File: config.mk
export PLATFORM = sky130hd
export DESIGN_NAME = dmem_access_ctrl_flat
export DESIGN_NICKNAME = d
export VERILOG_FILES = /design/src/rtl/dmem_access_ctrl_pkg.sv /design/src/rtl/dmem_access_ctrl_if.sv /design/src/rtl/dmem_timeout_ctr.sv /design/src/rtl/dmem_access_ctrl.sv /design/src/flat_wrapper.sv
export SDC_FILE = /design/constraint.sdc
export NUM_CORES = 1
export LEC_CHECK = 0
export CORE_UTILIZATION = 44
export DETAILED_ROUTE_END_ITERATION = 8
export PLACE_DENSITY = 0.85
export SYNTH_ARGS = -nofsm -noshare
export SYNTH_HDL_FRONTEND = slang
export SYNTH_SLANG_ARGS = --single-unit
File: constraint.sdc
create_clock -name clk_i -period 6.2 [get_ports clk_i]
set_input_delay 0.62 -clock clk_i [delete_from_list [all_inputs] [get_ports clk_i]]
set_output_delay 0.62 -clock clk_i [all_outputs]
set_load 0.005 [all_outputs]
File: src/rtl/dmem_access_ctrl_pkg.sv
// Shared types and constants for the data-memory access controller.
package dmem_access_ctrl_pkg;

  typedef enum logic [1:0] {
    IDLE = 2'd0,
    BUSY = 2'd1,
    DONE = 2'd2,
    ERR  = 2'd3
  } state_e;

  localparam int TIMEOUT_DEFAULT = 255;
  localparam int CNT_W           = 8;

endpackage

File: src/rtl/dmem_access_ctrl_if.sv
// Request/acknowledge data-memory port; master = access controller, slave = memory.
interface dmem_access_ctrl_if #(
  parameter int ADDR_W = 32,
  parameter int DATA_W = 32
);

  logic              mem_req;
  logic              mem_we;
  logic [ADDR_W-1:0] mem_addr;
  logic [DATA_W-1:0] mem_wdata;
  logic              mem_ack;
  logic [DATA_W-1:0] mem_rdata;

  modport master (
    output mem_req, mem_we, mem_addr, mem_wdata,
    input  mem_ack, mem_rdata
  );

  modport slave (
    input  mem_req, mem_we, mem_addr, mem_wdata,
    output mem_ack, mem_rdata
  );

endinterface

File: src/rtl/dmem_timeout_ctr.sv
// Busy-cycle counter with synchronous clear/enable; expired marks the cycle
// in which the count reaches TIMEOUT.
module dmem_timeout_ctr
  import dmem_access_ctrl_pkg::*;
#(
  parameter int TIMEOUT = TIMEOUT_DEFAULT
) (
  input  logic clk_i,
  input  logic rst_i,
  input  logic clr,
  input  logic en,
  output logic expired
);

  logic [CNT_W-1:0] count_reg;
  logic [CNT_W-1:0] count_next;

  assign count_next = count_reg + 1'b1;
  assign expired    = en & (count_next == CNT_W'(TIMEOUT));

  always_ff @(posedge clk_i) begin
    if (rst_i || clr) begin
      count_reg <= '0;
    end else if (en) begin
      count_reg <= count_next;
    end
  end

endmodule

File: src/rtl/dmem_access_ctrl.sv
// Sequences EX/MEM loads/stores onto a variable-latency req/ack memory port,
// stalling the pipeline while an access is outstanding.
module dmem_access_ctrl
  import dmem_access_ctrl_pkg::*;
#(
  parameter int ADDR_W  = 32,
  parameter int DATA_W  = 32,
  parameter int TIMEOUT = TIMEOUT_DEFAULT
) (
  input  logic              clk_i,
  input  logic              rst_i,
  input  logic              MemRead_i,
  input  logic              MemWrite_i,
  input  logic [ADDR_W-1:0] addr_i,
  input  logic [DATA_W-1:0] wdata_i,
  dmem_access_ctrl_if.master mem,
  output logic              stall_o,
  output logic [DATA_W-1:0] rdata_o,
  output logic              rdata_valid_o,
  output logic              err_o
);

  state_e            state_reg;
  state_e            state_next;
  logic              we_reg;
  logic [ADDR_W-1:0] addr_reg;
  logic [DATA_W-1:0] wdata_reg;
  logic [DATA_W-1:0] rdata_reg;
  logic              err_reg;

  logic access_req;
  logic accept;
  logic busy;
  logic cnt_expired;
  logic timed_out;

  assign access_req = MemRead_i | MemWrite_i;
  assign accept     = (state_reg == IDLE) & access_req;
  assign busy       = (state_reg == BUSY);
  // An ack arriving in the expiry cycle still completes the access.
  assign timed_out  = busy & ~mem.mem_ack & cnt_expired;

  dmem_timeout_ctr #(
    .TIMEOUT (TIMEOUT)
  ) u_timeout_ctr (
    .clk_i   (clk_i),
    .rst_i   (rst_i),
    .clr     (accept),
    .en      (busy),
    .expired (cnt_expired)
  );

  always_comb begin
    state_next = state_reg;
    case (state_reg)
      IDLE:    if (access_req) state_next = BUSY;
      BUSY: begin
        if (mem.mem_ack)      state_next = DONE;
        else if (cnt_expired) state_next = ERR;
      end
      DONE:    state_next = IDLE;
      ERR:     state_next = IDLE;
      default: state_next = IDLE;
    endcase
  end

  always_ff @(posedge clk_i) begin
    if (rst_i) begin
      state_reg <= IDLE;
      we_reg    <= 1'b0;
      addr_reg  <= '0;
      wdata_reg <= '0;
      rdata_reg <= '0;
      err_reg   <= 1'b0;
    end else begin
      state_reg <= state_next;
      if (accept) begin
        we_reg    <= MemWrite_i;
        addr_reg  <= addr_i;
        wdata_reg <= wdata_i;
      end
      if (busy && mem.mem_ack && !we_reg) begin
        rdata_reg <= mem.mem_rdata;
      end
      if (timed_out) begin
        rdata_reg <= '0;
        err_reg   <= 1'b1;
      end
    end
  end

  assign mem.mem_req   = busy;
  assign mem.mem_we    = we_reg;
  assign mem.mem_addr  = addr_reg;
  assign mem.mem_wdata = wdata_reg;

  assign stall_o       = accept | busy;
  assign rdata_o       = rdata_reg;
  assign rdata_valid_o = (state_reg == DONE) | (state_reg == ERR);
  assign err_o         = err_reg;

endmodule

File: src/flat_wrapper.sv
// flat-port wrapper written by rule: the top's interface ports become plain ports
module dmem_access_ctrl_flat import dmem_access_ctrl_pkg::*;
#(
  parameter int ADDR_W  = 32,
  parameter int DATA_W  = 32,
  parameter int TIMEOUT = TIMEOUT_DEFAULT
)
  (clk_i, rst_i, MemRead_i, MemWrite_i, addr_i, wdata_i, stall_o, rdata_o, rdata_valid_o, err_o, mem_mem_req, mem_mem_we, mem_mem_addr, mem_mem_wdata, mem_mem_ack, mem_mem_rdata);
  dmem_access_ctrl_if #(.ADDR_W(ADDR_W), .DATA_W(DATA_W)) mem_i ();
  input  logic clk_i;
  input  logic rst_i;
  input  logic MemRead_i;
  input  logic MemWrite_i;
  input  logic [ADDR_W-1:0] addr_i;
  input  logic [DATA_W-1:0] wdata_i;
  output logic stall_o;
  output logic [DATA_W-1:0] rdata_o;
  output logic rdata_valid_o;
  output logic err_o;
  output wire logic [$bits(mem_i.mem_req)-1:0] mem_mem_req;
  output wire logic [$bits(mem_i.mem_we)-1:0] mem_mem_we;
  output wire logic [$bits(mem_i.mem_addr)-1:0] mem_mem_addr;
  output wire logic [$bits(mem_i.mem_wdata)-1:0] mem_mem_wdata;
  input wire logic [$bits(mem_i.mem_ack)-1:0] mem_mem_ack;
  input wire logic [$bits(mem_i.mem_rdata)-1:0] mem_mem_rdata;
  assign mem_mem_req = mem_i.mem_req;
  assign mem_mem_we = mem_i.mem_we;
  assign mem_mem_addr = mem_i.mem_addr;
  assign mem_mem_wdata = mem_i.mem_wdata;
  assign mem_i.mem_ack = mem_mem_ack;
  assign mem_i.mem_rdata = mem_mem_rdata;
  dmem_access_ctrl #(.ADDR_W(ADDR_W), .DATA_W(DATA_W), .TIMEOUT(TIMEOUT)) u_core (.clk_i(clk_i), .rst_i(rst_i), .MemRead_i(MemRead_i), .MemWrite_i(MemWrite_i), .addr_i(addr_i), .wdata_i(wdata_i), .mem(mem_i), .stall_o(stall_o), .rdata_o(rdata_o), .rdata_valid_o(rdata_valid_o), .err_o(err_o));
endmodule
* Word-level counts from Yosys, hierarchy flattened
Cells that the tools add are included.
Widths: inputs -> output; s select.
** Word-level totals
- Bits in registers :: 108
- Input bits :: 101
- Output and inout port bits :: 101
- Word-level logic and storage cells :: 34
** Operators by class
- $add $sub $neg :: 1
- Equal/unequal tests :: 6
- Muxes and demuxes :: 4
- Bitwise logic cells :: 8
- Reductions and logical operators :: 8
** Operators by type and width (count)
- $add 8x1->8 const B :: 1
- $eq 8x8->1 const B :: 1
- $mux 2 :: 3
- $pmux 2 s3 :: 1
- $and 1x1->1 :: 4
- $eq 2x2->1 const B :: 2
- $reduce_or 2->1 :: 2
- $ne 3x3->1 const B :: 1
- $or 1x1->1 :: 3
- $eq 2x1->1 const B :: 1
- $logic_and 1x1->1 :: 2
- $logic_not 2->1 :: 1
- $ne 2x1->1 const B :: 1
- $reduce_and 2->1 :: 1
- $logic_not 1->1 :: 1
- $logic_or 1x1->1 :: 1
- $not 1->1 :: 1

* Longest topological paths before layout
- Word-level depth :: 6
- Gate-level depth with buffers :: 7
- Gate-level depth less buffers :: 6

* By module
Synthesis repeated with hierarchy kept, for this count alone.
** Second synthesis, totals
- Cell total of the unflattened synthesis :: 507
- Area total of the unflattened synthesis :: 4305.4 um2
** By module, submodules not included
- dmem_access_ctrl :: instances 1, cells an instance 459, area each 3895.0 um2, sequential area each 2001.9 um2
- dmem_timeout_ctr :: instances 1, cells an instance 48, area each 410.4 um2, sequential area each 160.2 um2

* Worst setup path after synthesis
No wires, ideal clock.
- Path kind :: input to output
- Start :: input MemWrite_i
- End :: output stall_o
- Arrival :: 1.464 ns
- Path slack :: 4.116 ns
- Stages on the path :: 4
- Cell sequence :: o21ai_0 -> clkbuf_1 -> clkbuf_1 -> nand2_1
** Between the ends
- Cells in the longest elaborated chain, start to end :: 3
** RTL lines
- start: declaration :: RTL line flat_wrapper.sv:13 : input logic MemWrite_i;
- $or 1x1->1 :: RTL line dmem_access_ctrl.sv:37 : assign access_req = MemRead_i | MemWrite_i;
- $and 1x1->1 :: RTL line dmem_access_ctrl.sv:38 : assign accept = (state_reg == IDLE) & access_req;
- $or 1x1->1 :: RTL line dmem_access_ctrl.sv:97 : assign stall_o = accept | busy;
- end: declaration :: RTL line flat_wrapper.sv:16 : output logic stall_o;
No other way between the ends.

* Worst setup path in the final report
Same ends and word-level chain as after synthesis.

==> out/results.txt <==
Outcome - completed
Hold_buf cts - 0
Tot GR Track Use - 0.224
# IOs - 202
Leading cell types in the layout, fill and taps excluded - clkdlybuf4s50_1 (200), nand2_1 (134), dfxtp_1 (108)
Reg2Reg Launch Point - u_core.state_reg[0]
CTS tree - done
Total CTS buffers - 9
Initial antenna violation count - 0
Required @ worst endpoint - 5.58 ns
Design area - 6420 sq um
Minimum clock period - 3.04 ns
Final hold viol count - 0
Mapped Area - 4250 sq um
Rel. slew slack - 0.258
Rows - 35
Clock sinks - 108
CP arrival - 2.42 ns
Post-cts sizing count - 0
R2R Setup Slk - 3.61 ns
Initial DRC count - 130
Worst setup SP type - primary input
Avg WL per Cell - 14.5 um
Synth warn - 0
Most common cell after layout, fill and taps aside - clkdlybuf4s50_1
WHS Endpoint - u_core.mem.mem_wdata[7]
Detailed-route wire length - 11300 um
Maximum vdd drop - 0.133 mV
Global route total overflow - 0
Latest clock arrival within the worst-skew pair - 0.36 ns
Antenna-violating nets left - 0
WHS Path Cells - 2
Crit Reg-Reg Endpoint - u_core.rdata_o[10]
Ys async rst share - 0
DP Wirelength - 7870 um
First-pass GRT wire length - 18000 um
Die area - 10000 sq um
Setup_tns - 0 ns
Power Density - 232 nW/um^2
1st-pass router iterations - 5
Die Height - 100 um
Crit Path Class - primary input to primary output
Placed Area - 6220 sq um
EDFF count, synth - 0
Avg Inst Size Synth - 9.07 sq um
Post-DR vias/cell - 5.06
Drt drc - 0
Pleak - 0.00223 uW
CTS Root Cell - clkbuf_8
Fmax achieved - 0.329 GHz
IO buf count - 201
Clock Skew - 0.0138 ns
Final Worst Setup Slack - 3.16 ns
Inserted Diodes - 0
Synthesized Nets - 571
Final Setup Violations - 0
Primary FF master, synth - dfxtp_1
CTS clock-pin slew for the worst setup and hold paths - 0.10 ns
Yosys cell types - 39
Max-slew violation count - 0
Core area - 9280 sq um
Vias in the first global route - 3811
Post-Synthesis Cells - 468
Nets - 747
Crit end category - primary output
Via count - 3933
CP Max Fanout - 65
Share of cells above drive strength 1 - 0.0586
Clock buffer depth - 2
Tightest Pin Transition - 1.11 ns
Place WS - 3.16 ns
Final period util - 0.490
Type of the worst min-delay path - register to register
Min-Delay Startpoint - u_core.mem.mem_wdata[7]
Routability cong. - 0.727
H-Tree Depth - 3
Worst Reg2Reg Path Length in Cells - 5
Postcts setup bufs - 0
RSZ-0062 raised after global routing - no
Synth Register Bits - 108
Max Cap Violations - 0
Synth-to-layout area growth - 51.3%
DIE WIDTH - 100 um
Largest net degree at the start of global routing - 111
Starting Density - 0.457
Sequential area share after synthesis - 0.509
==> cells in the mapped netlist (3+ instances only) <==
master | instances | area (sq um)
a21oi_1 | 65 | 325
dfxtp_1 | 108 | 2160
nand4_1 | 4 | 25.0
buf_4 | 3 | 22.5
inv_1 | 3 | 11.3
a211oi_2 | 6 | 75.1
a211oi_1 | 26 | 195
buf_6 | 6 | 67.6
xor2_1 | 3 | 26.3
nor3_1 | 10 | 50.1
mux2i_1 | 32 | 320
nor2_1 | 4 | 15.0
clkbuf_8 | 3 | 41.3
nand2_1 | 134 | 503
clkbuf_1 | 27 | 101
xnor2_1 | 6 | 52.6
==> cell type report <==
class / count / area, sq um
clock inverter: 7 / 81.3
fill: 740 / 2860
inverter: 4 / 15.0
clock buffer: 9 / 124
sequential: 108 / 2160
timing repair buffer: 206 / 2050
multi-input combinational: 315 / 1830
tap: 129 / 161
==> report_power, final <==
part           total, uW  internal, uW  switching, uW
registers            762           738           24.3
logic                286           168            118
clock network        441           193            247
total               1490          1100            390
==> metal layers <==
| metal | vias up | track usage | routed length (um) |
|---|---|---|---|
| met5 | - | 0 | 0 |
| met4 | 0 | 0.0792 | 182 |
| met3 | 15 | 0.0710 | 913 |
| met2 | 143 | 0.388 | 5540 |
| met1 | 1825 | 0.258 | 4620 |
| li1 | 1950 | - | - |
==> worst max-delay path: stages <==
cell	delay [ns]
clkdlybuf4s50_1	0.50
o21ai_4	0.17
buf_4	0.52
nand2_1	0.12
clkdlybuf4s50_1	0.47
==> worst max-delay path by stage <==
| stage | start | end | slack [ns] | cells past startpoint |
|---|---|---|---|---|
| finish | MemWrite_i | stall_o | 3.16 | 5 |
| global route | MemWrite_i | stall_o | 3.05 | 5 |
| CTS | MemWrite_i | stall_o | 3.14 | 5 |
| detailed placement | mem_mem_ack | u_core.rdata_o[10] | 3.16 | 5 |
| global placement | MemWrite_i | stall_o | 3.16 | 5 |
| floorplan | MemWrite_i | stall_o | 4.12 | 4 |
==> logic make-up (layout without fill, tap and decap cells) <==
logic type / Yosys count / count (layout) / share of synthesized area
and+or+nand+nor: 163 / 163 / 0.161
AOI/OAI and AO/OA: 109 / 109 / 0.167
DFF: 108 / 108 / 0.509
buffers and inverters: 45 / 226 / 0.0630
muxes: 32 / 32 / 0.0754
xor gates and xnor gates: 9 / 9 / 0.0186
adders and majority gates: 2 / 2 / 0.00589
==> through the flow <==
stage,std cells,utilization,total power (uW),hold WS (ns)
2_1_floorplan,468,-,892,0.451
5_1_grt,778,0.692,1560,0.480
3_3_place_gp,762,0.670,1060,0.441
3_5_place_dp,762,0.670,1070,0.446
6_report,778,0.692,1490,0.457
4_1_cts,778,0.692,1510,0.460
No activity file was read; power rests on OpenSTA's default activity.
